$ cat config.mk
export PLATFORM = sky130hd
export DESIGN_NAME = pmem_arbiter
export DESIGN_NICKNAME = d
export VERILOG_FILES = /design/src/rtl/pmem_arbiter.sv
export SDC_FILE = /design/constraint.sdc
export NUM_CORES = 1
export LEC_CHECK = 0
export CORE_AREA = 3 3 532 534
export CTS_BUF_LIST = sky130_fd_sc_hd__clkbuf_16
export DETAILED_ROUTE_END_ITERATION = 10
export DIE_AREA = 0 0 535 537
export REMOVE_ABC_BUFFERS = 1
export SETUP_SLACK_MARGIN = 0.2
export SYNTH_ARGS = -nofsm -noshare
export SYNTH_HDL_FRONTEND = slang
export SYNTH_SLANG_ARGS = --single-unit
$ cat constraint.sdc
create_clock -name clk -period 1.7 [get_ports clk]
set_clock_uncertainty 0.05 [all_clocks]
set_input_delay 0.34 -clock clk [delete_from_list [all_inputs] [get_ports clk]]
set_output_delay 0.34 -clock clk [all_outputs]
set_load 0.02 [all_outputs]
$ cat src/rtl/pmem_arbiter.sv
// pmem_arbiter: merges the I-cache and D-cache 256-bit line ports onto one physical
// memory port with one transaction in flight. Define ARB_ROUND_ROBIN_EN to alternate tie grants.
module pmem_arbiter #(
  parameter int ADDR_WIDTH = 32,
  parameter int LINE_WIDTH = 256
) (
  input  logic                  clk,
  input  logic                  rst,
  // Handshake: a client holds read/write high with stable address/wdata until its
  // *_resp pulse; the grant is held from acceptance in IDLE until pmem_resp.
  input  logic [ADDR_WIDTH-1:0] i_pmem_address,
  input  logic                  i_pmem_read,
  output logic [LINE_WIDTH-1:0] i_pmem_rdata,
  output logic                  i_pmem_resp,
  input  logic [ADDR_WIDTH-1:0] d_pmem_address,
  input  logic                  d_pmem_read,
  input  logic                  d_pmem_write,
  input  logic [LINE_WIDTH-1:0] d_pmem_wdata,
  output logic [LINE_WIDTH-1:0] d_pmem_rdata,
  output logic                  d_pmem_resp,
  output logic [ADDR_WIDTH-1:0] pmem_address,
  output logic                  pmem_read,
  output logic                  pmem_write,
  output logic [LINE_WIDTH-1:0] pmem_wdata,
  input  logic [LINE_WIDTH-1:0] pmem_rdata,
  input  logic                  pmem_resp
);

  typedef enum logic [1:0] {
    IDLE    = 2'd0,
    SERVE_I = 2'd1,
    SERVE_D = 2'd2
  } state_t;

  state_t state;
  logic   i_req;
  logic   d_req;
  logic   pick_d;

  assign i_req = i_pmem_read;
  assign d_req = d_pmem_read | d_pmem_write;

`ifdef ARB_ROUND_ROBIN_EN
  // last_grant_d = 1 when D was the client most recently granted.
  logic last_grant_d;
  assign pick_d = d_req & (~i_req | ~last_grant_d);
`else
  assign pick_d = d_req;
`endif

  always_ff @(posedge clk) begin
    if (rst) begin
      state <= IDLE;
`ifdef ARB_ROUND_ROBIN_EN
      last_grant_d <= 1'b0;
`endif
    end else begin
      case (state)
        IDLE: begin
          if (pick_d) begin
            state <= SERVE_D;
`ifdef ARB_ROUND_ROBIN_EN
            last_grant_d <= 1'b1;
`endif
          end else if (i_req) begin
            state <= SERVE_I;
`ifdef ARB_ROUND_ROBIN_EN
            last_grant_d <= 1'b0;
`endif
          end
        end
        SERVE_I, SERVE_D: begin
          if (pmem_resp) state <= IDLE;
        end
        default: state <= IDLE;
      endcase
    end
  end

  // Outputs follow the granted client; held at zero while reset is asserted so the
  // reset cycle itself is quiet even if a transaction was in flight.
  always_comb begin
    pmem_address = '0;
    pmem_read    = 1'b0;
    pmem_write   = 1'b0;
    pmem_wdata   = '0;
    i_pmem_resp  = 1'b0;
    d_pmem_resp  = 1'b0;
    if (!rst) begin
      case (state)
        SERVE_I: begin
          pmem_address = i_pmem_address;
          pmem_read    = i_pmem_read;
          i_pmem_resp  = pmem_resp;
        end
        SERVE_D: begin
          pmem_address = d_pmem_address;
          pmem_read    = d_pmem_read;
          pmem_write   = d_pmem_write;
          pmem_wdata   = d_pmem_wdata;
          d_pmem_resp  = pmem_resp;
        end
        default: ;
      endcase
    end
  end

  assign i_pmem_rdata = pmem_rdata;
  assign d_pmem_rdata = pmem_rdata;

endmodule

* Yosys cells after proc, flatten, opt, wreduce, memory -nomap -nowiden
Index checks and enable logic that the tools add are counted. Widths: inputs -> output; s select.
Word-level totals: register bits 2, bits of input ports 582, output and inout port bits 804
Cells by class: equal/unequal tests 4, muxes and demuxes 16, bitwise gates (word level) 1, reductions and logical operators 3
Operator list (count):
- $mux 256 | 2
- $pmux 32 s2 | 1
- $mux 32 | 1
- $mux 1 | 7
- $mux 2 | 3
- $pmux 2 s2 | 1
- $ne 3x3->1 const B | 1
- $eq 2x1->1 const B | 1
- $eq 2x2->1 const B | 1
- $logic_not 2->1 | 1
- $ne 2x2->1 const B | 1
- $pmux 1 s2 | 1
- $reduce_and 2->1 | 1
- $reduce_or 2->1 | 1
- $or 1x1->1 | 1

* Depth between registers and ports, before layout
Gate-level depths: netlist (run 1).
depth after elaboration 4, mapped depth 7, gate-level depth less buffers 5

* Worst setup path after synthesis (run 1)
No wires, ideal clock.
path type flip-flop to output port, start register state[0], end output port pmem_wdata[235], arrival 1366 ps, required time 1310 ps, path slack -56 ps, cell stages (with the launch flop) 8, buffers on the path 3, cell sequence dfxtp_1 inv_1 ha_1 buf_2 and2b_4 buf_4 buf_6 and2_1
On the way: longest elaborated chain between the ends 3
RTL lines:
- from (decl) | RTL line 35 | state_t state;
- from (signal assigned) | RTL line 53 | state <= IDLE;
- from (signal assigned) | RTL line 61 | state <= SERVE_D;
- from (signal assigned) | RTL line 66 | state <= SERVE_I;
- $eq 2x2->1 | RTL line 90 | case (state)
- $mux 256 | RTL line 90
- $mux 256 | RTL line 89 | if (!rst) begin
- to (decl) | RTL line 24 | output logic [LINE_WIDTH-1:0] pmem_wdata,
Every way passes these cells.

* Final worst setup path (run 1)
start register state[0], end output port pmem_wdata[238]
The elaborated chain is that of the path after synthesis.

==> flow_summary.ini, run 1 <==
[cells_and_area]
largest_reg_flops = 2
top_regs = state: 2 flops
drive_gt1_share_pct = 67.7
synthToLayoutAreaGrowth_pct = 194
regMostFlops = state
nets = 1651
utilization_pct = 6.69
fill_cells = 32500

[hold_path]
whs_endpoint = state[0]
min_path_type = input pin to flop
hp-start = rst
hold_path_depth = 3

[route]
viasPerCell = 2.05
drtIter0Drc = 1056
wl_mm = 341
detail-route-antenna-nets = 0
dr.pass1.iters = 5
wl_per_cell_um = 71.2
vias = 9827
drc = 0

[power]
p_sw_mw = 2.87
power_frac_seq_pct = 1.0
swShare_pct = 43.9
p_int_mw = 3.67
cellLeakagePower_nw = 5.85
cellPowerDensity_nw_per_um2 = 351
ir_worst_vdd_mv = 0.164
finalPower_mw = 6.54
power_frac_clock_pct = 5.4
p_comb_share_pct = 93.6

[clock_network]
htreeDepth = 1
cts_buffers = 3
cts_buffer_depth = 2
clk_pin_slew_ns = 0.03
clk_latency_ns = 0.22
cts-root-buf = clkbuf_16
cts_tree = built
numClockSinks = 2
postCtsHoldBufs = 0

[logic_synthesis]
synth_area_um2 = 6340
synth_seq_cells = 2
post_synth.cell_area_avg_um2 = 7.07
synth_top_cell_by_area = buf_4
synth_top_area_share_pct = 60.8
synth_cell_types = 18
synth_area_leaders = buf_4 61%, and2_1 25%, buf_6 4.3%
synth_seq_area_share_pct = 0.632
syn_inst = 896
ys_warn_count = 0

[placed_design]
dp_worst_setup_slack_ns = -0.900
io_buffer_count = 617
dp_hpwl_mm = 310
gp_congestion = 0.929

[timing]
finalCriticalPeriod_ns = 2.26
hold_viol = 0
clock.fmax_ghz = 0.442
slew_headroom_pct = 63.7
whs_ns = 0.382
finalSetupViolations = 291
rsz0062_at_grt = yes
slew_violations = 0
max_slew.worst_pin.slew_ns = 0.542
min_period_over_period_pct = 133
layout_setup_ws_ns = -0.561

[run_status]
status = finished with violations
violations = negative setup slack

[critical_path]
path_max_fanout = 6
critPathKind = flop to output port
worstPathRequired_ns = 1.31
startpoint_type = flop
r2r-start = state[0]
r2r_cells = 7
crit_path_end_kind = output port
rr_endpoint = state[1]
cp.arrival_ns = 1.87
reg2reg_slack_ns = 0.23

[die]
rows = 194
die_y_um = 537
start_util_pct = 2.27
dieWidth_um = 535
die-area_um2 = 287000
core_area_um2 = 279000
io_pins = 1386

[global_route]
grt_pass1_vias = 7282
grt_max_degree = 38
grtUsageMet1_pct = 13.6
gr-total-overflow = 0
grt_util_met2_pct = 32.9
antenna_found_initial = 230
grt.total_usage_pct = 22.8
grt_first_pass_wirelength_mm = 359
grt_util_met3_pct = 33.2
grt_busiest_layer = met3

[flow_run]
drv_cap = 0
worst max-delay path by stage:
stage	start	endpoint	slack, ns	depth (start not counted)
CTS	state[0]	pmem_address[8]	-0.59	8
finish	state[0]	pmem_wdata[238]	-0.56	9
global placement	rst	pmem_address[19]	-0.90	5
floorplan	state[0]	d_pmem_resp	-1.24	4
global route	state[0]	pmem_wdata[238]	-0.59	9
detailed placement	rst	pmem_address[19]	-0.90	5
cells in the mapped netlist (all sizes together):
cell type	n
dfxtp	2
nand3b	1
nor3	1
a21oi	3
and2b	1
nor2	34
nor2b	2
buf	544
ha	3
and3b	1
inv	2
clkbuf	8
o21ai	1
nand2b	2
a22oi	33
and2	258
repair_timing:
action	in CTS	in global routing
endpoints found under the setup margin	294	294
pin swaps	122	83
buffers inserted	25	20
resized for setup	332	205
gates cloned	25	6
placed cells by master, fill, tap and decap left out, types with 3 or more instances in the layout:
cell type | netlist | layout
a21oi_1 | 3 | 3
a22oi_2 | 0 | 32
and2_4 | 0 | 258
buf_12 | 0 | 297
buf_16 | 0 | 30
buf_4 | 513 | 24
buf_6 | 24 | 28
buf_8 | 0 | 7
clkbuf_16 | 0 | 8
clkdlybuf4s50_1 | 0 | 322
diode_2 | 0 | 8
ha_4 | 0 | 3
nor2_1 | 34 | 11
nor2_2 | 0 | 9
nor2_4 | 0 | 14
critical path, cell delays in order, from the launching register on:
cell and delay [ns]:
dfxtp_2 0.32, inv_2 0.05, ha_4 0.15, and2b_4 0.17, buf_12 0.15, buf_16 0.16, buf_12 0.17, buf_16 0.14
and2_4 0.16, buf_12 0.13
metal layers:
metal | part of all wire [%] | routed length (um)
met2 | 40 | 136000
met3 | 31 | 105000
met1 | 21 | 71200
met5 | 2.4 | 8150
met4 | 6.0 | 20600
power groups by stage:
stage | registers [mW] | clock network [mW] | logic, mW
6_report | 0.0632 | 0.353 | 6.12
5_1_grt | 0.0638 | 0.365 | 6.42
4_1_cts | 0.0628 | 0.362 | 5.62
3_5_place_dp | 0.0573 | 0 | 4.63
3_3_place_gp | 0.0568 | 0 | 4.65
2_1_floorplan | 0.0567 | 0 | 0.962
layout make-up:
type                            count  area [um^2]  area share (%)
Inverter                            2         10.0          0.0537
Clock buffer                        3         75.1           0.403
Tap cell                         3724         4660            25.0
Antenna cell                        8         20.0           0.107
Sequential cell                     2         45.0           0.242
Multi-Input combinational cell    340         3090            16.5
Timing Repair Buffer              717        10800            57.7
stage by stage:
stage | TNS (ns) | cells | instance area, um^2
3_3_place_gp | -192.67 | 4709 | 16000
3_5_place_dp | -197.69 | 4709 | 16000
6_report | -130.69 | 4796 | 18700
4_1_cts | -128.86 | 4762 | 17800
5_1_grt | -143.20 | 4788 | 18600
2_1_floorplan | -329.61 | 344 | 2150
kinds of logic (layout without fill, tap and decap cells):
group                      Yosys count  count (layout)  share of synthesized area [%]
buffers and inverters              554             722                           66.2
and+or+nand+nor                    300             300                           28.4
AOI/OAI and AO/OA                   37              37                           4.22
adders and majority gates            3               3                          0.592
DFF                                  2               2                          0.632
other                                0               8                              0
No activity file was read; power rests on OpenSTA's default activity.
==> run 2: changes to the inputs <==
Settings changed: RECOVER_POWER set to 25, TNS_END_PERCENT set to 1.
==> run 2 against run 1 <==
  * The run still ends with negative setup slack left
  * Combinational power shrank 18%
  * Critical path depth down 1
  * Die area did not move
  * Global-route usage shrank 0.29 points
  * Core utilization decreased by 0.68 points
  * Highest routed layer unchanged
  * Design area is 10% lower
  * Wire length is 1.2% lower
  * Via count fell by 5.0%
  * Hold slack worse by 0.0047 ns
  * First-iteration DRC count down 4.2%
  * Clock power about the same
==> flow_summary.ini, run 2 (synthesis gave the netlist of run 1 again) <==
[run_status]
status = finished with violations
violations = negative setup slack

[critical_path]
worstPathRequired_ns = 1.31
crit_path_end_kind = output port
cp.arrival_ns = 1.81
r2r-start = state[1]
rr_endpoint = state[1]
reg2reg_slack_ns = 0.25
r2r_cells = 6
critPathKind = flop to output port
startpoint_type = flop
path_max_fanout = 19

[cells_and_area]
nets = 1582
drive_gt1_share_pct = 51.1
largest_reg_flops = 2
seq_area_um2 = 42.5
top_regs = state: 2 flops
utilization_pct = 6.01
fill_cells = 32700
regMostFlops = state
mostFrequentLayoutCells = 323 x clkdlybuf4s50_1, 281 x buf_12, 147 x and2_4, 111 x and2_1, 21 x a22oi_1
multi_input_area_um2 = 2590
mostFrequentLayoutCell = clkdlybuf4s50_1
synthToLayoutAreaGrowth_pct = 165
finalNonFillerCells = 4734

[die]
dieWidth_um = 535
die-area_um2 = 287000
die_y_um = 537
core_area_um2 = 279000
io_pins = 1386
rows = 194
start_util_pct = 2.27

[global_route]
grt_pass1_vias = 6869
grt_max_degree = 45
gr-total-overflow = 0
grt_first_pass_wirelength_mm = 354
antenna_found_initial = 233
grt.total_usage_pct = 22.5

[timing]
setup_tns_ns = -116.24
slew_violations = 0
slew_headroom_pct = 60.8
layout_setup_ws_ns = -0.503
min_period_over_period_pct = 130
hold_viol = 0
rsz0062_at_grt = yes
max_slew.worst_pin.slew_ns = 0.587
whs_ns = 0.377
finalCriticalPeriod_ns = 2.20
finalSetupViolations = 291
clock.fmax_ghz = 0.454

[hold_path]
hp-start = rst
whs_endpoint = state[1]
min_path_type = input pin to flop
hold_path_depth = 3

[placed_design]
io_buffer_count = 617
dp_worst_setup_slack_ns = -0.900
gp_congestion = 0.929
numPlacedInstances = 4709
dp_hpwl_mm = 310

[clock_network]
cts_buffer_depth = 2
clk_latency_ns = 0.22
cts-root-buf = clkbuf_16
clk_pin_slew_ns = 0.03
numClockSinks = 2
htreeDepth = 1
cts_buffers = 3
cts_tree = built

[route]
detail-route-antenna-nets = 0
drc = 0
drtIter0Drc = 1012
dr.pass1.iters = 4
wl_per_cell_um = 71.2
vias = 9333
wl_mm = 337
viasPerCell = 1.97

[power]
cellPowerDensity_nw_per_um2 = 325
ir_worst_vdd_mv = 0.154
cellLeakagePower_nw = 5.00

[flow_run]
drv_cap = 0
run 2: what timing repair did:
item,in CTS,in global routing
gates resized for setup,181,95
hold buffers,0,0
cloned,0,5
pin swaps,64,37
setup endpoints to repair,294,293
buffers inserted,0,2
run 2: report_power, final:
| part | switching [mW] | internal, mW | leakage [nW] |
|---|---|---|---|
| combinational | 2.49 | 2.54 | 4.94 |
| sequential | 0.00554 | 0.0543 | 0.0172 |
| clock | 0.0542 | 0.299 | 0.0371 |
run 2: cell type report:
class | count | share of cell area, %
Antenna cell | 15 | 0.224
Clock buffer | 3 | 0.448
Inverter | 2 | 0.0448
Multi-Input combinational cell | 340 | 15.5
Sequential cell | 2 | 0.254
Tap cell | 3724 | 27.8
Timing Repair Buffer | 648 | 55.8
run 2: routing by layer:
| metal | share of wire, % | vias up | track usage [%] |
|---|---|---|---|
| met1 | 21 | 3759 | 13.5 |
| li1 | - | 2433 | - |
| met3 | 31 | 571 | 32.8 |
| met2 | 40 | 2519 | 32.6 |
| met4 | 5.7 | 51 | 9.10 |
| met5 | 2.4 | - | 20.3 |
run 2: worst max path at each step:
stage / from / to / slack, ns / depth (start not counted)
after CTS: state[0] / pmem_wdata[245] / -0.59 / 7
after detailed placement: rst / pmem_address[19] / -0.90 / 5
after floorplan: state[0] / d_pmem_resp / -1.24 / 4
after global placement: rst / pmem_address[19] / -0.90 / 5
final: state[0] / pmem_address[30] / -0.50 / 8
after global routing: state[0] / pmem_wdata[43] / -0.55 / 7
run 2: metrics by stage:
step | area (um^2) | total power, mW
3_3_place_gp | 16000 | 4.70
4_1_cts | 16400 | 5.23
2_1_floorplan | 2150 | 1.02
3_5_place_dp | 16000 | 4.68
6_report | 16800 | 5.45
5_1_grt | 16700 | 5.72
run 2: critical path: stages (launching register included):
cell and delay (ns):
dfxtp_2 0.32, inv_2 0.05, ha_4 0.15, buf_4 0.16
buf_12 0.16, buf_4 0.16, a22oi_2 0.30, nor2_2 0.10
buf_12 0.16
==> run 3: changes to the inputs <==
Settings changed: CAP_MARGIN set to 5.
==> results of run 3 <==
Final layout, timing and power as in run 2 (identical DEF).
